File: config.mk
export PLATFORM = sky130hd
export DESIGN_NAME = uart_tx_phy_flat
export DESIGN_NICKNAME = d
export VERILOG_FILES = /design/src/rtl/uart_pkg.sv /design/src/rtl/uart_tx_phy_if.sv /design/src/rtl/uart_tx_fifo.sv /design/src/rtl/uart_tx_phy.sv /design/src/flat_wrapper.sv
export SDC_FILE = /design/constraint.sdc
export NUM_CORES = 1
export LEC_CHECK = 0
export CAP_MARGIN = 20
export CORE_AREA = 2 2 120 122
export CTS_CLUSTER_SIZE = 8
export DETAILED_ROUTE_END_ITERATION = 8
export DIE_AREA = 0 0 122 124
export PLACE_DENSITY = 0.75
export SYNTH_ARGS = -nofsm -noshare
export SYNTH_HDL_FRONTEND = slang
export SYNTH_SLANG_ARGS = --single-unit
File: constraint.sdc
create_clock -name clk -period 3.32 [get_ports clk]
set_input_delay 0.498 -clock clk [delete_from_list [all_inputs] [get_ports clk]]
set_output_delay 0.498 -clock clk [all_outputs]
set_load 0.02 [all_outputs]
File: src/rtl/uart_pkg.sv
// Shared types, framing constants and the baud divider helper for the UART transmit path.
package uart_pkg;

   typedef enum logic [2:0] {IDLE, START, DATA, PARITY, STOP} uart_tx_state_t;

   localparam int unsigned UART_DATA_BITS = 8;
   localparam int unsigned UART_STOP_BITS = 1;

   function automatic int unsigned uart_div(input int unsigned clk_hz, input int unsigned baud);
      return clk_hz / baud;
   endfunction

endpackage

File: src/rtl/uart_tx_phy_if.sv
// Byte push handshake between the UART register block and the transmit PHY.
interface uart_tx_phy_if;
   import uart_pkg::*;

   logic [UART_DATA_BITS-1:0] tx_data;
   logic                      tx_valid;
   logic                      tx_ready;

   modport master (output tx_data, output tx_valid, input tx_ready);
   modport slave  (input tx_data, input tx_valid, output tx_ready);

endinterface

File: src/rtl/uart_tx_fifo.sv
// Synchronous power-of-two FIFO; dout shows the head entry combinationally while not empty.
module uart_tx_fifo #(
   parameter int unsigned DEPTH = 16,
   parameter int unsigned WIDTH = 8
) (
   input  logic                   clk,
   input  logic                   rst,
   input  logic                   push,
   input  logic [WIDTH-1:0]       din,
   input  logic                   pop,
   output logic [WIDTH-1:0]       dout,
   output logic                   full,
   output logic                   empty,
   output logic [$clog2(DEPTH):0] count
);

   localparam int unsigned AW = $clog2(DEPTH);

   if (DEPTH < 2 || (DEPTH & (DEPTH - 1)) != 0) begin : g_bad_depth
      $error("uart_tx_fifo: DEPTH must be a power of two and at least 2");
   end

   logic [WIDTH-1:0] mem_q [DEPTH];
   logic [AW-1:0]    wr_q, rd_q;
   logic [AW:0]      cnt_q, cnt_d;
   logic             do_push, do_pop;

   assign full    = (cnt_q == (AW+1)'(DEPTH));
   assign empty   = (cnt_q == '0);
   assign count   = cnt_q;
   assign dout    = mem_q[rd_q];
   assign do_push = push && !full;
   assign do_pop  = pop && !empty;

   always_comb begin
      cnt_d = cnt_q;
      if (do_push && !do_pop) cnt_d = cnt_q + 1'b1;
      else if (!do_push && do_pop) cnt_d = cnt_q - 1'b1;
   end

   always_ff @(posedge clk) begin
      if (do_push) mem_q[wr_q] <= din;
   end

   always_ff @(posedge clk) begin
      if (rst) begin
         wr_q  <= '0;
         rd_q  <= '0;
         cnt_q <= '0;
      end else begin
         if (do_push) wr_q <= wr_q + 1'b1;
         if (do_pop)  rd_q <= rd_q + 1'b1;
         cnt_q <= cnt_d;
      end
   end

endmodule

File: src/rtl/uart_tx_phy.sv
// 8N1 serial transmitter fed from a byte FIFO; define UART_TX_PARITY_EN for an even-parity bit.
module uart_tx_phy
   import uart_pkg::*;
#(
   parameter int unsigned CLK_FREQ   = 50000000,
   parameter int unsigned BAUD_RATE  = 115200,
   parameter int unsigned FIFO_DEPTH = 16
) (
   input  logic                        clk,
   input  logic                        rst,
   uart_tx_phy_if.slave                tx_if,
   output logic                        txd,
   output logic                        busy,
   output logic [$clog2(FIFO_DEPTH):0] fifo_count
);

   localparam int unsigned DIV = uart_div(CLK_FREQ, BAUD_RATE);
   localparam int unsigned CW  = (DIV < 2) ? 1 : $clog2(DIV);
   localparam logic [CW-1:0] BAUD_LAST = CW'(DIV - 1);

   if (DIV < 2) begin : g_bad_div
      $error("uart_tx_phy: CLK_FREQ/BAUD_RATE must be at least 2");
   end

   uart_tx_state_t      state_q, state_d;
   logic [CW-1:0]       baud_q, baud_d;
   logic [2:0]          bit_q, bit_d;
   logic [UART_DATA_BITS:0] shift_q, shift_d;
   logic                txd_q, txd_d;
   logic                pop, bit_done;
   logic                fifo_full, fifo_empty;
   logic [UART_DATA_BITS-1:0] fifo_dout;

   uart_tx_fifo #(
      .DEPTH (FIFO_DEPTH),
      .WIDTH (UART_DATA_BITS)
   ) u_fifo (
      .clk   (clk),
      .rst   (rst),
      .push  (tx_if.tx_valid),
      .din   (tx_if.tx_data),
      .pop   (pop),
      .dout  (fifo_dout),
      .full  (fifo_full),
      .empty (fifo_empty),
      .count (fifo_count)
   );

   assign tx_if.tx_ready = !fifo_full;
   assign txd            = txd_q;
   assign busy           = (state_q != IDLE) || (fifo_count != '0);
   assign bit_done       = (baud_q == BAUD_LAST);

   // Parity rides above the data in shift[8]; after the seventh shift it sits at shift[1].
   always_comb begin
      state_d = state_q;
      baud_d  = baud_q + 1'b1;
      bit_d   = bit_q;
      shift_d = shift_q;
      txd_d   = txd_q;
      pop     = 1'b0;
      unique case (state_q)
         IDLE: begin
            baud_d = '0;
            txd_d  = 1'b1;
            if (!fifo_empty) begin
               pop     = 1'b1;
               shift_d = {^fifo_dout, fifo_dout};
               state_d = START;
               txd_d   = 1'b0;
            end
         end
         START: begin
            if (bit_done) begin
               state_d = DATA;
               baud_d  = '0;
               bit_d   = '0;
               txd_d   = shift_q[0];
            end
         end
         DATA: begin
            if (bit_done) begin
               baud_d  = '0;
               shift_d = shift_q >> 1;
               if (bit_q == 3'(UART_DATA_BITS - 1)) begin
`ifdef UART_TX_PARITY_EN
                  state_d = PARITY;
                  txd_d   = shift_q[1];
`else
                  state_d = STOP;
                  txd_d   = 1'b1;
`endif
               end else begin
                  bit_d = bit_q + 1'b1;
                  txd_d = shift_q[1];
               end
            end
         end
         PARITY: begin
`ifdef UART_TX_PARITY_EN
            if (bit_done) begin
               state_d = STOP;
               baud_d  = '0;
               txd_d   = 1'b1;
            end
`else
            state_d = IDLE;
            baud_d  = '0;
            txd_d   = 1'b1;
`endif
         end
         STOP: begin
            if (bit_done) begin
               baud_d = '0;
               if (!fifo_empty) begin
                  pop     = 1'b1;
                  shift_d = {^fifo_dout, fifo_dout};
                  state_d = START;
                  txd_d   = 1'b0;
               end else begin
                  state_d = IDLE;
                  txd_d   = 1'b1;
               end
            end
         end
         default: begin
            state_d = IDLE;
            baud_d  = '0;
            txd_d   = 1'b1;
         end
      endcase
   end

   always_ff @(posedge clk) begin
      if (rst) begin
         state_q <= IDLE;
         baud_q  <= '0;
         bit_q   <= '0;
         shift_q <= '0;
         txd_q   <= 1'b1;
      end else begin
         state_q <= state_d;
         baud_q  <= baud_d;
         bit_q   <= bit_d;
         shift_q <= shift_d;
         txd_q   <= txd_d;
      end
   end

endmodule
File: src/flat_wrapper.sv
// flat-port wrapper written by rule: the top's interface ports become plain ports
module uart_tx_phy_flat import uart_pkg::*;
#(
   parameter int unsigned CLK_FREQ   = 50000000,
   parameter int unsigned BAUD_RATE  = 115200,
   parameter int unsigned FIFO_DEPTH = 16
)
  (clk, rst, txd, busy, fifo_count, tx_if_tx_data, tx_if_tx_valid, tx_if_tx_ready);
  uart_tx_phy_if tx_if_i ();
  input  logic clk;
  input  logic rst;
  output logic txd;
  output logic busy;
  output logic [$clog2(FIFO_DEPTH):0] fifo_count;
  input wire logic [$bits(tx_if_i.tx_data)-1:0] tx_if_tx_data;
  input wire logic [$bits(tx_if_i.tx_valid)-1:0] tx_if_tx_valid;
  output wire logic [$bits(tx_if_i.tx_ready)-1:0] tx_if_tx_ready;
  assign tx_if_i.tx_data = tx_if_tx_data;
  assign tx_if_i.tx_valid = tx_if_tx_valid;
  assign tx_if_tx_ready = tx_if_i.tx_ready;
  uart_tx_phy #(.CLK_FREQ(CLK_FREQ), .BAUD_RATE(BAUD_RATE), .FIFO_DEPTH(FIFO_DEPTH)) u_core (.clk(clk), .rst(rst), .tx_if(tx_if_i), .txd(txd), .busy(busy), .fifo_count(fifo_count));
endmodule
# Word-level counts from Yosys, hierarchy flattened
# Memory sizes are Yosys's and may differ from the RTL's. A register that Yosys moved wholly into a read port is not among the register bits.
# Index checks and enable logic that the tools add are counted.
# Widths: inputs -> output; s select.
dict set report word_totals {
  input_bits 11
  n_memories 1
  ramBits 128
  out_inout_bits 8
  register_bits 38
}
dict set report classes {
  mux 30
  n_reduce_logical 23
  n_addsub 6
  bitwise_logic 1
  n_eq_ne 12
}
# memory depth word_bits rd rd_ports_with_merged_regs write_ports line_no
set memory_table {}
lappend memory_table {u_core.u_fifo.mem_q 16 8 1 1 1 uart_tx_fifo.sv:23} ;# logic [WIDTH-1:0] mem_q [DEPTH];
# cell n
set op_table {}
lappend op_table {{$mux 9} 3}
lappend op_table {{$pmux 9 s3} 1}
lappend op_table {{$mux 3} 8}
lappend op_table {{$pmux 3 s4} 1}
lappend op_table {{$mux 1} 10}
lappend op_table {{$mux 5} 2}
lappend op_table {{$add 9x1->9 const B} 1}
lappend op_table {{$eq 9x9->1 const B} 1}
lappend op_table {{$add 4x1->4 const B} 2}
lappend op_table {{$mux 4} 2}
lappend op_table {{$ne 2x1->1 const B} 4}
lappend op_table {{$reduce_xor 8->1} 1}
lappend op_table {{$eq 3x3->1 const B} 2}
lappend op_table {{$pmux 3 s2} 1}
lappend op_table {{$reduce_and 3->1} 2}
lappend op_table {{$reduce_bool 3->1} 2}
lappend op_table {{$reduce_or 3->1} 2}
lappend op_table {{$add 5x1->5 const B} 1}
lappend op_table {{$eq 5x5->1 const B} 1}
lappend op_table {{$logic_not 5->1} 1}
lappend op_table {{$reduce_and 5->1} 1}
lappend op_table {{$reduce_bool 5->1} 1}
lappend op_table {{$sub 5x1->5 const B} 1}
lappend op_table {{$logic_and 1x1->1} 4}
lappend op_table {{12 further kinds} 17}

# Logic depth before layout (Yosys ltp)
dict set report depth {
  word_depth 8
  ltp_mapped 16
}

# Hierarchy
# Synthesis repeated with hierarchy kept, for this count alone.
dict set report hier_totals {
  hier_cells 461
  hier_area_um2 7154.4
}
# module cells_per_inst area_each_um2 seq_area_each_um2 n_inst
set modules_own_cells {}
lappend modules_own_cells {uart_tx_fifo 312 5781.8 4184.0 1}
lappend modules_own_cells {uart_tx_phy 149 1372.6 500.5 1}

# Least setup slack after synthesis
# OpenSTA, ideal clock, no wires.
dict set report synth_path {
  path_type {reg-to-reg}
  from {register u_core.baud_q[0]}
  to {register u_core.u_fifo.cnt_q[4] (netlist: u_core.u_fifo.count[4])}
  t_arrival_ns 2.977
  stages_incl_launch_ff 15
  t_required_ns 3.249
  setup_slack_ns 0.273
  path_buffers 0
  synth_period_minus_slack_ns 3.047
  path_cell_list {dfxtp_1 -> ha_1 -> nand4_1 -> or4_1 -> and2_1 -> nor4_4 -> inv_2 -> ha_1 -> inv_1 -> ha_1 -> a21o_1 -> a21oi_1 -> xnor2_1 -> or3_1 -> a21oi_1}
}
dict set report synth_via {
  elab_chain_cells 7
  word_cells_on_any_way 9
}
# element line_no
set synth_lines {}
lappend synth_lines {{from (decl)} uart_tx_phy.sv:26} ;# logic [CW-1:0] baud_q, baud_d;
lappend synth_lines {{from (signal assigned)} uart_tx_phy.sv:143} ;# baud_q <= baud_d;
lappend synth_lines {{$eq 9x9->1 (*)} uart_tx_phy.sv:52} ;# assign bit_done = (baud_q == BAUD_LAST);
lappend synth_lines {{$mux 1 (*)} uart_tx_phy.sv:113} ;# if (bit_done) begin
lappend synth_lines {{$pmux 1 s2 (*)} uart_tx_phy.sv:62} ;# unique case (state_q)
lappend synth_lines {{$logic_and 1x1->1 (*)} uart_tx_fifo.sv:33} ;# assign do_pop = pop && !empty;
lappend synth_lines {{$logic_not 1->1} uart_tx_fifo.sv:37} ;# if (do_push && !do_pop) cnt_d = cnt_q + 1'b1;
lappend synth_lines {{$logic_and 1x1->1} uart_tx_fifo.sv:37}
lappend synth_lines {{$mux 5 or $reduce_bool 2->1 (tied branches)} -}
lappend synth_lines {{to (signal assigned)} uart_tx_fifo.sv:53} ;# cnt_q <= cnt_d;
lappend synth_lines {{to (decl)} uart_tx_fifo.sv:25} ;# logic [AW:0] cnt_q, cnt_d;
# Mark *: on every way between the ends. The rest lies on a longest branch, timed or not.
# A chain may end at the register's enable or synchronous reset.

# Worst setup path in the final report
dict set report layout_path {
  from {register u_core.baud_q[1]}
  to {register u_core.u_fifo.cnt_q[4] (netlist: u_core.u_fifo.count[4])}
}
# Same word-level chain as after synthesis.

==> impl_metrics.toml <==
[status]
run_status = "complete, no violations"

[logic_synthesis]
syn-instance-count = 444
synth_area_um2 = 7032
synth.net_count = 469
synth_warnings = 0
synth_edf_count = 128
postSynth.asyncResetShare_pct = 0
netlist-cell-type-count = 44
synth-seq-cells = 170
avgSynthCellArea_um2 = 15.84
seq_area_frac_synth_pct = 66.62
most_used_dff_post_synth = "edfxtp_1"

[critical_path]
critical_path_launch_point = "u_core.baud_q[1]"
cp_top_family = "simple AND/OR/NAND/NOR gates"
critical_path.reg2reg.endpoint = "u_core.u_fifo.count[4]"
critical_path.endpoint_type = "register"
worst_setup_path_category = "reg2reg"
rr_worst_depth = 15
critical_path_required_ns = 3.67
cpMostUsedCell = "ha_1"
critical_path.max_stage_delay_ns = 0.46
worst-r2r-setup-slack_ns = 0.18
crit_path_cell_trace = "inv_1 -> ha_1 -> nand4_1 -> or4_4 -> and2_1 -> nor4_4 -> inv_2 -> ha_1 -> inv_2 -> ha_1 -> a21o_1 -> a21oi_1 -> xnor2_1 -> or3_1 -> a21oi_1"
crit_path_top_delay_cell = "or4_4"
wp_depth = 15
critPathArrivalTime_ns = 3.49
worst_setup_path_start_kind = "register"
timing.critical_path.buf_inv = 3
critical_path_capture_point = "u_core.u_fifo.count[4]"
critPathMaxFanout = 4
rr_startpoint = "u_core.baud_q[1]"

[cts]
cts_max_path_buffers = 2
clock_latency_ns = 0.43
clk_pin_slew_ns = 0.06
clkSinkCount = 170
cts-htree-levels = 4
tritoncts = "done"
cts_root_buffer = "clkbuf_16"
cts-buffers-inserted = 17

[drt]
drt_drc_violations_left = 0
detailed_route_wl_um = 13080
drt_first_iter_violations = 337
viasPerCell = 5.766
route.antenna.remaining_nets = 0
vias = 3892
drtPass1Iterations = 5
final_routed_wire_length_divided_by_cell_count_um = 19.37

[timing]
min_period_over_period_pct = 94.58
finClkSkew_ns = 0.01315
max-slew-margin-rel_pct = 35.78
max_slew_violation_count = 0
holdWs_ns = 0.4608
finalWorstSetupSlack_ns = 0.1800
final_sum_of_negative_setup_slack_ns = 0
slew_at_the_pin_with_the_worst_max_slew_slack_ns = 0.9597
final.min_clock_period_ns = 3.140
max_clock_freq_mhz = 318.5
setup-violations-final = 0
setup_repair_after_global_routing_missed_its_margin = "no"
hold_viol = 0

[min_path]
holdPathStages = 1
min-delay-path-class = "reg2reg"
holdCritStartpoint = "u_core.baud_q[0]"

[layout]
mostFrequentLayoutCells = "edfxtp_1, nor2_1, dfxtp_1, mux4_1, buf_4"
layout.cells.most_common = "edfxtp_1"
finalInstanceArea_um2 = 8055
antenna_cells_inserted = 0
post-route-util_pct = 58.71
num-nets-final = 507
post_route_cells_drive_above_1_share_pct = 14.34
flow.area_growth_from_synthesis_pct = 14.56

[global_route]
met3_resource_use_gr_pct = 5.632
grt_max_degree = 33
gr-usage-met1_pct = 23.91
global_route.usage.total_pct = 18.86
grt_first_pass_wirelength_um = 20530
via_count_of_the_first_global_routing_pass = 3868
use_met2_pct = 31.32
grt_antenna_before_repair = 0
grt_overflow = 0
grt.busiest_layer = "met2"

[pwr]
worst_ir_drop_on_vdd_v = 0.0004845
power_switching_share_pct = 29.51
cell_internal_pwr_mw = 4.258
pwr_density_cell_nw_per_um2 = 750.0
share_comb_of_total_power_pct = 26.6
power_switching_mw = 1.783
power.leakage_nw = 2.718
power_frac_clock_pct = 31.0
pwr-share-seq_pct = 42.4

[place]
preCtsSetupSlack_ns = 0.1299
gp_routability_congestion = 0.7828
post-dp-hpwl_um = 8166
io_buffers = 18
postPlaceCellArea_um2 = 7481

[floorplan]
std_cell_rows = 43
die-height_um = 124
initial_utilization_pct = 51.25
io_pins = 19
core_area_um2 = 13720
die_area_um2 = 15130
die_w_um = 122

[job]
max-cap-violations = 0
-- layer usage --
metal  vias up  part of all wire [%]
li1       1799                     -
met1      1951                    43
met2       131                    50
met3        11                   5.8
met4         0                  0.98
met5         -                     0
-- sequential cells by signal, indices dropped and copies added (netlist names), named ones only --
register / cells
u_core.baud_q: 9
u_core.bit_q: 3
u_core.shift_q: 9
u_core.state_q: 3
u_core.txd: 1
u_core.u_fifo.count: 5
u_core.u_fifo.mem_q: 128
u_core.u_fifo.rd_q: 4
u_core.u_fifo.wr_q: 4
-- worst min path at each step --
| stage | slack (ns) | to |
|---|---|---|
| 2_1_floorplan | 0.44 | u_core.baud_q[0] |
| 3_3_place_gp | 0.46 | u_core.baud_q[0] |
| 3_5_place_dp | 0.47 | u_core.txd |
| 4_1_cts | 0.48 | u_core.bit_q[1] |
| 5_1_grt | 0.47 | u_core.baud_q[0] |
| 6_report | 0.46 | u_core.baud_q[0] |
-- power groups by stage --
stage                     clock (mW)  combinational [mW]  sequential [mW]
after floorplan                    0                1.22             2.58
after global placement             0                1.56             2.59
after detailed placement           0                1.60             2.61
after CTS                       1.90                1.61             2.57
after global routing            2.00                1.75             2.58
final                           1.87                1.60             2.56
-- repair_timing --
action | in CTS | in global routing
setup buffers | 0 | 0
gates resized for setup | 0 | 3
hold buffers | 0 | 0
endpoints found under the setup margin | 0 | 1
-- kinds of logic (layout without fill, tap and decap cells) --
family          Yosys count  count (layout)  synth area share, %
fa+ha+maj                14              14                2.598
flops                   170             170                66.62
xor+xnor                 24              24                2.989
simple gates            114             114                7.740
compound gates           53              53                5.071
buf+inv                  27              78                2.135
mux                      42              42                12.85
-- Yosys cell counts (2+ instances only) --
library cell / count / share of area, %
xnor2_1: 14 / 1.7
a21o_1: 2 / 0.21
xor2_1: 10 / 1.2
mux4_2: 10 / 3.2
nand2b_1: 7 / 0.62
ha_1: 13 / 2.3
buf_6: 3 / 0.48
buf_2: 5 / 0.36
a21oi_1: 15 / 1.1
clkbuf_1: 10 / 0.53
mux2i_1: 10 / 1.4
nand2_1: 19 / 1.0
o21ai_0: 4 / 0.28
nor3_1: 8 / 0.57
a22oi_1: 17 / 1.8
edfxtp_1: 128 / 55
a211oi_1: 8 / 0.85
nor4_1: 2 / 0.18
nor2_1: 52 / 2.8
nand3_1: 5 / 0.36
nand4_1: 4 / 0.36
inv_1: 5 / 0.27
mux4_1: 22 / 8.2
and2_1: 4 / 0.36
nor2b_1: 7 / 0.62
dfxtp_1: 42 / 12
-- stage by stage --
step / std cells / total power, mW
2_1_floorplan: 444 / 3.799
3_3_place_gp: 642 / 4.155
3_5_place_dp: 642 / 4.214
4_1_cts: 674 / 6.077
5_1_grt: 675 / 6.327
6_report: 675 / 6.041
-- layout make-up --
type | instances | area, um^2
multi-input combinational | 247 | 2201
timing repair buffer | 40 | 355.3
inverter | 6 | 22.52
clock buffer | 17 | 425.4
tap | 180 | 225.2
clock inverter | 15 | 138.9
sequential | 170 | 4687
fill | 1026 | 5664
No activity file was read; power rests on OpenSTA's default activity.
==> patch 1, RTL diff (same flow settings) <==
The 5 states of `uart_tx_state_t` get a one-hot encoding in 5 bits.
--- a/src/rtl/uart_pkg.sv
+++ b/src/rtl/uart_pkg.sv
@@ -1,7 +1,7 @@
 // Shared types, framing constants and the baud divider helper for the UART transmit path.
 package uart_pkg;
 
-   typedef enum logic [2:0] {IDLE, START, DATA, PARITY, STOP} uart_tx_state_t;
+   typedef enum logic [4:0] {IDLE = 5'b00001, START = 5'b00010, DATA = 5'b00100, PARITY = 5'b01000, STOP = 5'b10000} uart_tx_state_t;
 
    localparam int unsigned UART_DATA_BITS = 8;
    localparam int unsigned UART_STOP_BITS = 1;
Function: same outputs for any inputs over 10 cycles, from zero or initial values and one cycle with rst high; not proved beyond that.
==> patch 1 against the unedited design <==
- sequential power grew 2%
- first-iteration DRC count shrank 12%
- area after synthesis grew 0.73%
- combinational power grew 4%
- clock power is essentially flat
- fmax grew 5.9%
- worst setup slack gained 0.17 ns
- sequential cell count grew 1
- total power grew 1.7%
- global-route usage grew 0.36 points
- final area is essentially flat
- routed wire length grew 0.54%
- largest power group unchanged
- highest routed layer unchanged
==> patch 1: results (changes against the unedited design) <==
- Wl on met1: 5490 um (-2.4%)
- Leak: 2.75 nW (+1.3%)
- First-pass DRT Iterations: 4 (-1)
- Crit Path Max Fanout: 6 (+2)
- Final Skew: 0.0133 ns (+0.000128 ns)
- Met3 GRT Util: 4.81% (-0.82 points)
- Vias in the first global route: 3891 (+0.59%)
- Fill cells: 1054 (+2.7%)
- Met1 Use GR: 23.9% (about the same)
- Buffer count from post-CTS setup fixing: 0 (unchanged)
- Yosys Warn Count: 0 (unchanged)
- Top post-synthesis cells by count: edfxtp_1, nor2_1, dfxtp_1
- Synth top area cells: edfxtp_1, dfxtp_1, mux4_2
- Register area: 4710 sq um (+0.40%)
- FF-to-FF setup slack: 0.35 ns (+0.17 ns)
- Slew HR: 51.0% (+15 points)
- N_diodes: 0 (unchanged)
- Outcome: finished clean
- Routed met3 length: 586 um (-23%)
- Worst stage delay on the critical path: 0.37 ns (-0.09 ns)
- M2 GR Usage: 32.9% (+1.6 points)
- First-pass GRT wire length: 21000 um (+2.2%)
- Share of layout cells above drive strength 1: 16.1% (+1.8 points)
- Gr usage total: 19.2% (+0.36 points)
- Detailed placer's ending HPWL: 8410 um (+3.0%)
- Crit path launch: u_core.baud_q[0]$_SDFF_PP0_
- Pre-CTS setup slack: 0.271 ns (+0.141 ns)
- Hold path start: u_core.baud_q[0]$_SDFF_PP0_
- Slowest CP cell: dfxtp_1
- Placed Instances: 656 (+2.2%)
- Critical Path Stages: 14 (-1)
- Arrival @ worst endpoint: 3.30 ns (-0.19 ns)
- CTS Buffer Depth: 2 (unchanged)
- Syn nets: 487 (+3.8%)
- Average wire per standard cell: 19.1 um (-1.4%)
- Fmax: 0.337 GHz (+5.9%)
- Routed Wire Length: 13100 um (+0.54%)
- Layout net count: 520 (+2.6%)
- Met2 WL: 6880 um (+4.8%)
- DR vias: 3823 (-1.8%)
- GPL Wtd Cong: 0.773 (-1.3%)
- Post-synthesis sequential area ratio: 66.4% (-0.20 points)
- Peak supply drop: 0.578 mV (+19%)
- Synth Area per Inst: 15.3 sq um (-3.2%)
- Top Layer Used: met4
- DRT iter0 DRCs: 297 (-12%)
- Min Hold Slack: 0.468 ns (+0.00711 ns)
-- patch 1: layout make-up --
cell class	count	area share (%)
multi-input cells	260	27.3
well taps	180	2.80
clock buffers	17	5.28
clock inverters	15	1.65
flip-flops and latches	171	58.4
repair buffers	38	4.26
inverters	7	0.326
-- patch 1: where the power goes --
part	internal [mW]	switching (mW)	total [mW]	leakage, nW
clock network	0.989	0.877	1.87	0.276
logic	0.813	0.859	1.67	0.969
registers	2.46	0.144	2.61	1.51
total	4.26	1.88	6.14	2.75
-- patch 1: repair_timing --
item	in CTS	in global routing
resized for setup	0	2
hold buffers	0	0
setup endpoints to repair	0	1
-- patch 1: cells by family (layout without fill, tap and decap cells) --
family	count (synthesis)	count (layout)	synth area share (%)
muxes	44	44	12.2
buffers and inverters	31	77	2.79
xor gates and xnor gates	24	24	2.97
and+or+nand+nor	124	124	8.06
AOI/OAI and AO/OA	54	54	4.95
adders and majority gates	14	14	2.58
DFF	171	171	66.4
==> patch 2, RTL diff (config.mk and constraints unchanged) <==
Without the edit above. `UART_DATA_BITS`: 8 -> 10.
--- a/src/rtl/uart_pkg.sv
+++ b/src/rtl/uart_pkg.sv
@@ -3,7 +3,7 @@
 
    typedef enum logic [2:0] {IDLE, START, DATA, PARITY, STOP} uart_tx_state_t;
 
-   localparam int unsigned UART_DATA_BITS = 8;
+   localparam int unsigned UART_DATA_BITS = 10;
    localparam int unsigned UART_STOP_BITS = 1;
 
    function automatic int unsigned uart_div(input int unsigned clk_hz, input int unsigned baud);
Interface: changed (resized tx_if_tx_data); port bits go from 19 to 21. The function was not compared with the original's and may differ.
==> patch 2 against the unedited design <==
- final area increased by 20%
- critical endpoint unchanged
- worst setup slack improved by 0.20 ns
- sequential cell count increased by 34
- area after synthesis increased by 17%
- largest cell class unchanged
- largest power group unchanged
- routed wire length increased by 27%
- first-iteration DRC count increased by 19%
- critical path depth decreased by 3
- clock skew increased by 0.0069 ns
- total power increased by 29%
- highest routed layer unchanged
==> patch 2: results (changes against the unedited design) <==
- Gr usage total: 23.5% (+4.6 points)
- Synth top area cells: edfxtp_1, mux4_2, dfxtp_1
- Synth Area in Compound Gates: 3.29% (-1.8 points)
- Seq_cells: 204 (+20%)
- Vias in the first global route: 4638 (+20%)
- Total CTS buffers: 29 (+12)
- Final min period: 2.94 ns (-0.200 ns)
- Post-Synth XOR/XNOR Area: 2.72% (-0.27 points)
- Sw Ratio: 27.4% (-2.1 points)
- Placed Area: 8780 sq um (+17%)
- Multi-input gate area: 2390 sq um (+8.4%)
- DRT iter0 DRCs: 402 (+19%)
- Top post-synthesis cells by count: edfxtp_1, nor2_1, mux4_2
- Outcome: finished clean
- Placed Instances: 700 (+9.0%)
- Syn nets: 523 (+12%)
- H-Tree Depth: 1 (-3)
- Sequential share of power: 39.8% (-2.6 points)
- Post-synthesis mux area share: 14.0% (+1.2 points)
- M2 GR Usage: 40.7% (+9.4 points)
- #MultiIn Comb: 258 (+4.5%)
- Number of synthesized flops with an enable pin: 160 (+25%)
- Port-buffer cells: 20 (+2)
- Area delta synth->final: 16.8%
- Met3 GRT Util: 4.08% (-1.6 points)
- Layout net count: 578 (+14%)
- Final Skew: 0.0200 ns (+0.00685 ns)
- Synth Area in Adders: 2.22% (-0.38 points)
- Register area: 5690 sq um (+21%)
- Met2 WL: 8570 um (+31%)
patch 2: worst min path at each step:
stage | slack [ns] | to | start | cells after the start
final | 0.47 | u_core.bit_q[1]$_SDFFE_PP0P_ | u_core.bit_q[1]$_SDFFE_PP0P_ | 2
after floorplan | 0.44 | u_core.baud_q[0]$_SDFF_PP0_ | u_core.baud_q[0]$_SDFF_PP0_ | 1
after global placement | 0.45 | u_core.txd$_SDFFE_PP1P_ | u_core.txd$_SDFFE_PP1P_ | 1
after global routing | 0.50 | u_core.txd$_SDFFE_PP1P_ | u_core.txd$_SDFFE_PP1P_ | 1
after CTS | 0.47 | u_core.bit_q[1]$_SDFFE_PP0P_ | u_core.bit_q[1]$_SDFFE_PP0P_ | 2
after detailed placement | 0.47 | u_core.bit_q[1]$_SDFFE_PP0P_ | u_core.bit_q[1]$_SDFFE_PP0P_ | 2
